$ cat src/rtl/fetch_unit.sv
// fetch_unit: in-order instruction fetch stage; a slot ring sits between the PC stream and imem.
// Build option FETCH_MISALIGN_CHECK_EN: misaligned PCs skip memory and return a flagged NOP.
module fetch_unit #(
  parameter int width_p = 32,
  parameter int depth_p = 4
) (
  input  logic               clk_i,
  input  logic               rst_ni,
  input  logic               pc_valid_i,
  input  logic [width_p-1:0] pc_i,
  output logic               pc_ready_o,
  input  logic               flush_i,
  output logic               imem_req_o,
  output logic [width_p-1:0] imem_addr_o,
  input  logic               imem_gnt_i,
  input  logic               imem_rvalid_i,
  input  logic [width_p-1:0] imem_rdata_i,
  output logic               instr_valid_o,
  input  logic               instr_ready_i,
  output logic [width_p-1:0] instr_o,
  output logic [width_p-1:0] instr_pc_o,
  output logic               instr_misaligned_o
);

  localparam int idx_w = $clog2(depth_p);
  localparam int ptr_w = idx_w + 1;
  localparam logic [ptr_w-1:0] ptr_one = ptr_w'(1);

  logic [ptr_w-1:0] alloc_reg, fill_reg, rd_reg, disc_reg;
  logic [ptr_w-1:0] unfilled, used;
  logic [ptr_w:0]   occupancy;
  logic             space, misaligned, accept;
  logic             rsp, rsp_drop, rsp_fill, pop, rvalid_owed;
  logic [idx_w-1:0] alloc_idx, rd_idx, fill_slot;

  logic [width_p-1:0] slot_pc    [depth_p];
  logic [width_p-1:0] slot_instr [depth_p];

  assign alloc_idx = alloc_reg[idx_w-1:0];
  assign rd_idx    = rd_reg[idx_w-1:0];

  // Flushed-but-owed responses still occupy memory capacity, so they count against space.
  assign used      = alloc_reg - rd_reg;
  assign occupancy = {1'b0, used} + {1'b0, disc_reg};
  assign space     = occupancy < (ptr_w + 1)'(depth_p);

  assign accept      = rst_ni & pc_valid_i & space & ~flush_i;
  assign imem_req_o  = accept & ~misaligned;
  assign pc_ready_o  = misaligned ? accept : (imem_req_o & imem_gnt_i);
  assign imem_addr_o = rst_ni ? {pc_i[width_p-1:2], 2'b00} : '0;

  assign rsp         = imem_rvalid_i & ~flush_i;
  assign rsp_drop    = rsp & (disc_reg != '0);
  assign rsp_fill    = rsp & (disc_reg == '0);
  assign pop         = instr_valid_o & instr_ready_i & ~flush_i;
  assign rvalid_owed = imem_rvalid_i & ((disc_reg != '0) | (unfilled != '0));

  assign instr_o    = slot_instr[rd_idx];
  assign instr_pc_o = slot_pc[rd_idx];

`ifdef FETCH_MISALIGN_CHECK_EN
  localparam logic [width_p-1:0] nop_instr = width_p'(32'h0000_0013);

  // Memory requests are a subsequence of the slots; mreq/fill count only those.
  logic [ptr_w-1:0] mreq_reg;
  logic             issue;
  logic             slot_done [depth_p];
  logic             slot_mis  [depth_p];
  logic [idx_w-1:0] req_slot  [depth_p];

  assign misaligned         = pc_i[1:0] != 2'b00;
  assign issue              = imem_req_o & imem_gnt_i;
  assign unfilled           = mreq_reg - fill_reg;
  assign fill_slot          = req_slot[fill_reg[idx_w-1:0]];
  assign instr_valid_o      = (used != '0) && slot_done[rd_idx];
  assign instr_misaligned_o = slot_mis[rd_idx];

  always_ff @(posedge clk_i) begin
    if (!rst_ni) begin
      mreq_reg <= '0;
    end else if (flush_i) begin
      mreq_reg <= '0;
    end else if (issue) begin
      mreq_reg <= mreq_reg + ptr_one;
    end
  end
`else
  assign misaligned         = 1'b0;
  assign unfilled           = alloc_reg - fill_reg;
  assign fill_slot          = fill_reg[idx_w-1:0];
  assign instr_valid_o      = (fill_reg - rd_reg) != '0;
  assign instr_misaligned_o = 1'b0;
`endif

  always_ff @(posedge clk_i) begin
    if (!rst_ni) begin
      alloc_reg <= '0;
      fill_reg  <= '0;
      rd_reg    <= '0;
      disc_reg  <= '0;
    end else if (flush_i) begin
      // A response landing in the flush cycle is dropped and settles one owed slot.
      alloc_reg <= '0;
      fill_reg  <= '0;
      rd_reg    <= '0;
      disc_reg  <= disc_reg + unfilled - ptr_w'(rvalid_owed);
    end else begin
      if (pc_ready_o) alloc_reg <= alloc_reg + ptr_one;
      if (rsp_fill)   fill_reg  <= fill_reg + ptr_one;
      if (rsp_drop)   disc_reg  <= disc_reg - ptr_one;
      if (pop)        rd_reg    <= rd_reg + ptr_one;
    end
  end

  for (genvar gi = 0; gi < depth_p; gi++) begin : g_slot
    logic [width_p-1:0] pc_reg, instr_reg;
    logic               alloc_hit, fill_hit;

    assign alloc_hit = pc_ready_o && (alloc_idx == idx_w'(gi));
    assign fill_hit  = rsp_fill && (fill_slot == idx_w'(gi));

    always_ff @(posedge clk_i) begin
      if (!rst_ni) begin
        pc_reg    <= '0;
        instr_reg <= '0;
      end else begin
        if (alloc_hit) pc_reg <= pc_i;
        if (fill_hit) instr_reg <= imem_rdata_i;
`ifdef FETCH_MISALIGN_CHECK_EN
        else if (alloc_hit && misaligned) instr_reg <= nop_instr;
`endif
      end
    end

    assign slot_pc[gi]    = pc_reg;
    assign slot_instr[gi] = instr_reg;

`ifdef FETCH_MISALIGN_CHECK_EN
    logic             done_reg, mis_reg;
    logic [idx_w-1:0] tag_reg;

    always_ff @(posedge clk_i) begin
      if (!rst_ni) begin
        done_reg <= 1'b0;
        mis_reg  <= 1'b0;
        tag_reg  <= '0;
      end else begin
        if (alloc_hit) begin
          done_reg <= misaligned;
          mis_reg  <= misaligned;
        end else if (fill_hit) begin
          done_reg <= 1'b1;
        end
        // Entry gi of the request queue remembers which slot its response belongs to.
        if (issue && (mreq_reg[idx_w-1:0] == idx_w'(gi))) tag_reg <= alloc_idx;
      end
    end

    assign slot_done[gi] = done_reg;
    assign slot_mis[gi]  = mis_reg;
    assign req_slot[gi]  = tag_reg;
`endif
  end

endmodule

$ cat config.mk
export PLATFORM = sky130hd
export DESIGN_NAME = fetch_unit
export DESIGN_NICKNAME = d
export VERILOG_FILES = /design/src/rtl/fetch_unit.sv
export SDC_FILE = /design/constraint.sdc
export NUM_CORES = 1
export LEC_CHECK = 0
export CORE_MARGIN = 2
export CORE_UTILIZATION = 49
export DETAILED_ROUTE_END_ITERATION = 7
export GPL_TIMING_DRIVEN = 1
export HOLD_SLACK_MARGIN = 0.12
export PLACE_DENSITY_LB_ADDON = 0.08
export SYNTH_ARGS = -nofsm -noshare
export SYNTH_HDL_FRONTEND = slang
export SYNTH_SLANG_ARGS = --single-unit
$ cat constraint.sdc
create_clock -name clk_i -period 4.2 [get_ports clk_i]
set_clock_uncertainty 0.15 [all_clocks]
set_input_delay 1.26 -clock clk_i [delete_from_list [all_inputs] [get_ports clk_i]]
set_output_delay 1.26 -clock clk_i [all_outputs]
set_load 0.01 [all_outputs]
; After elaboration in Yosys (flattened, before gate mapping)
; Cells that the tools add are included.
; Widths: inputs -> output; s select.
[totals]
reg_bits = 268
in_bits = 71
output_inout_bits = 100
[classes]
n_addsub = 10
n_lt_le_gt_ge = 2
n_eq_ne = 6
muxes = 9
bitwise_logic = 14
n_reduce_logical = 16
[op_table]
columns = cell, count
row1 = $mux 32, 5
row2 = $bmux 32 s2, 2
row3 = $and 1x1->1, 10
row4 = $add 3x1->3 const B, 3
row5 = $reduce_bool 3->1, 3
row6 = $sub 3x3->3, 3
row7 = $eq 2x2->1 const B, 4
row8 = $logic_and 1x1->1, 8
row9 = $mux 3, 2
row10 = $add 3x3->4, 1
row11 = $eq 2x1->1 const B, 2
row12 = $logic_not 2->1, 2
row13 = $lt 4x3->1 const B, 1
row14 = $add 3x3->3, 1
row15 = $ge 3x3->1 const B, 1
row16 = $logic_not 3->1, 1
row17 = $not 2->3, 1
row18 = $sub 3x1->3, 1
row19 = $sub 3x1->3 const B, 1
row20 = $not 1->1, 2
row21 = $reduce_bool 2->1, 1
row22 = $reduce_or 2->1, 1
row23 = $or 1x1->1, 1

; Longest topological paths before layout
[depth]
depth_word = 7
mapped_depth = 14
ltp_nobuf = 14

; Least setup slack after synthesis
; OpenSTA, ideal clock, no wires.
[synth_path]
kind = flip-flop to output port
startpoint = register rd_reg[1]
endpoint = output port pc_ready_o
arrival_ps = 2873
t_required_ps = 2790
path_slack_ps = -83
stages_incl_launch_ff = 10
n_path_buf = 2
path_cell_list = dfxtp_1 -> clkbuf_1 -> inv_1 -> fa_1 -> xor2_1 -> xnor2_1 -> ha_1 -> or4b_1 -> nor4b_2 -> buf_4
[synth_via]
elab_chain_cells = 6
[synth_rtl]
columns = item, line
row1 = from (decl), 29  ; logic [ptr_w-1:0] alloc_reg, fill_reg, rd_reg, disc_reg;
row2 = from (signal assigned), 111  ; if (pop) rd_reg <= rd_reg + ptr_one;
row3 = $sub 3x3->3, 43  ; assign used = alloc_reg - rd_reg;
row4 = $add 3x3->4, 44  ; assign occupancy = {1'b0, used} + {1'b0, disc_reg};
row5 = $lt 4x3->1, 45  ; assign space = occupancy < (ptr_w + 1)'(depth_p);
row6 = $and 1x1->1 (2 in series), 47  ; assign accept = rst_ni & pc_valid_i & space & ~flush_i;
row7 = $and 1x1->1, 49  ; assign pc_ready_o = misaligned ? accept : (imem_req_o & imem_gnt_i);
row8 = to (decl), 11  ; output logic pc_ready_o,
; No other way between the ends.

; Worst setup path in the final report
[layout_path]
startpoint = register alloc_reg[0]
endpoint = output port imem_req_o
[layout_via]
elab_chain_cells = 5
[layout_rtl]
columns = item, line
row1 = from (decl), 29
row2 = from (signal assigned), 108  ; if (pc_ready_o) alloc_reg <= alloc_reg + ptr_one;
row3 = $sub 3x3->3, 43
row4 = $add 3x3->4, 44
row5 = $lt 4x3->1, 45
row6 = $and 1x1->1 (2 in series), 47
row7 = to (decl), 13  ; output logic imem_req_o,
; No other way between the ends.

==> impl_metrics.yaml <==
power_and_ir_drop:
  p_leak_nw: 6.28
  swShare: 0.242
  power.density_nw_per_um2: 403
  p_switching_mw: 1.46
  power_frac_clock: 0.431
  intPower_mw: 4.57
  pwr-share-seq: 0.438
  pwr-share-comb: 0.131
  irDropWorstVdd_mv: 0.259
  total_power_mw: 6.03
routing:
  ant_nets: 0
  drt_pass1_iterations: 4
  via_per_inst: 5.23
  drcViolationCount: 0
  wl_per_cell_um: 16.2
  drt_iter0_drc: 437
  vias: 9135
  drt_wl_total_um: 28300
clock_network:
  clk_pin_slew_ps: 60
  holdBufCountCts: 0
  numCtsBuffers: 29
  cts_tree: "yes"
  clk_latency_ps: 530
  cts_sinks: 268
  htree_levels: 1
  root_buffer: "clkbuf_16"
  clockBufferDepth: 3
grt:
  grt-ovfl-total: 0
  grt_pass1_wl_um: 46500
  antenna_found_initial: 1
  grt_max_degree: 129
  track_usage: 0.221
  grt_pass1_vias: 9093
timing:
  tightestPinTransition_ps: 691
  layout_setup_ws_ps: -196
  rsz0062_at_grt: "yes"
  whs_ps: 302
  min_period_over_period: 1.05
  finalSetupViolCount: 3
  fmax_mhz: 227
  drv_slew: 0
  min_period_ps: 4400
  slew-limit-headroom: 0.539
  tns_ps: -451
  hold_violations: 0
cells_and_area:
  syn_to_final_growth_pct: 26.9
  fin_util: 0.635
  drive_above_1_share: 0.136
  fillCellCount: 2025
  final_cell_mix: "nand2_1, dfxtp_1, clkdlybuf4s50_1"
  layoutNonFillerInstCount: 1747
  layout_commonest_cell: "nand2_1"
  fin_nets: 1500
floorplan:
  fp.coreArea_um2: 23500
  start_util: 0.500
  ioPinCount: 171
  die_x_um: 159
  die_h_um: 159
  rows: 56
  die_area_um2: 25300
yosys:
  yosysSeqAreaShare: 0.455
  syn_avg_cell_area_um2: 9.48
  synth_edf_count: 0
  synthesis.area_um2: 11800
  ys_types: 40
  synth_top_cell_by_area: "dfxtp_1"
  ys_warn_count: 0
  synth_top_area_frac: 0.455
  synthFlopType: "dfxtp_1"
  synth_area_leaders: "dfxtp_1, nand2_1, mux4_2"
  syn_inst: 1242
  synthArstFlopShare: 0
  synth-seq-cells: 268
placed_design:
  place_hpwl_um: 16500
  io_buffers: 167
  gp_congestion: 0.752
  dp_cells: 1684
hold_path:
  hold_class: "reg2reg"
run_status:
  status: "finished with violations"
  violations: "setup timing"
critical_path:
  cp_data_required_time_ps: 2790
  end_kind: "output port"
  path_max_fanout: 2
  cp-start-kind: "register"
  crit_type: "reg2out"
  cp.arrival_ps: 2990
job:
  maxCapViolations: 0
-- power groups by stage --
stage / logic, mW / registers [mW] / clock network (mW)
detailed placement: 0.756 / 2.69 / 0
global placement: 0.749 / 2.69 / 0
CTS: 0.774 / 2.64 / 2.64
floorplan: 0.429 / 2.68 / 0
finish: 0.789 / 2.64 / 2.60
global route: 0.874 / 2.64 / 2.76
-- cell type report --
type | count | area [um^2] | area share
sequential | 268 | 5370 | 0.359
multi-input combinational | 839 | 5870 | 0.393
timing repair buffer | 223 | 2140 | 0.143
tap | 319 | 399 | 0.0267
clock inverter | 8 | 100 | 0.00670
antenna | 1 | 2.50 | 0.000167
inverter | 45 | 170 | 0.0114
clock buffer | 44 | 893 | 0.0598
-- timing repair --
| item | in CTS | in global routing |
|---|---|---|
| setup endpoints to repair | 5 | 42 |
| pin swaps | 6 | 3 |
| setup buffers | 8 | 2 |
| resized for setup | 20 | 6 |
-- worst max-delay path, cell delays in order (launching register included) --
cell and delay [ps]:
dfxtp_2 330, inv_2 70, ha_4 120, inv_2 30, fa_2 360, xor2_2 160, xnor2_1 140, ha_1 300
or4b_4 510, buf_4 150, nor3_2 140, buf_2 150
-- cell usage after synthesis (2+ instances only) --
cell,count
nor2_1,7
and2_1,3
o2111ai_1,2
nor3_1,3
nand2_1,427
inv_1,45
nand2_4,4
dfxtp_1,268
ha_1,20
buf_1,6
buf_2,4
a31oi_1,2
nand3_1,2
xnor2_1,7
mux2i_1,133
mux4_2,64
nand2b_1,4
a21oi_1,132
buf_6,12
nor2b_1,2
xor2_1,4
nand3b_1,2
or2_2,2
buf_4,4
fa_1,3
clkbuf_1,66
-- worst paths after layout --
path / from / to / slack [ps] / cells after the start
hold reg to reg: g_slot[0].instr_reg[9] / g_slot[0].instr_reg[9] / 300 / 2
setup / recovery: alloc_reg[0] / imem_req_o / -200 / 11
setup reg to reg: alloc_reg[0] / disc_reg[2] / -90 / 21
hold / removal: g_slot[0].instr_reg[9] / g_slot[0].instr_reg[9] / 300 / 2
-- cells by family after synthesis --
kind of cell	Yosys count	share of synthesized area
AND/OR/NAND/NOR	462	0.157
flip-flops	268	0.455
multiplexers	198	0.236
AO/OA/AOI/OAI	142	0.0633
buffers and inverters	137	0.0530
adder cells (fa/ha/maj)	23	0.0263
XOR/XNOR	11	0.00818
other	1	0.000318
-- stage by stage --
step	worst slack, ps	instance area [um^2]
4_1_cts	-243	14900
3_3_place_gp	-247	13800
6_report	-196	14900
5_1_grt	-341	14900
2_1_floorplan	139	11800
3_5_place_dp	-273	13800
-- layer usage --
layer  track usage  vias to the layer above  share of wire
li1              -                     4493              -
met4        0.0533                        0          0.015
met1         0.301                     4373           0.46
met5             0                        -              0
met3        0.0331                       44          0.049
met2         0.371                      225           0.48
(Power assumes the default switching activity.)
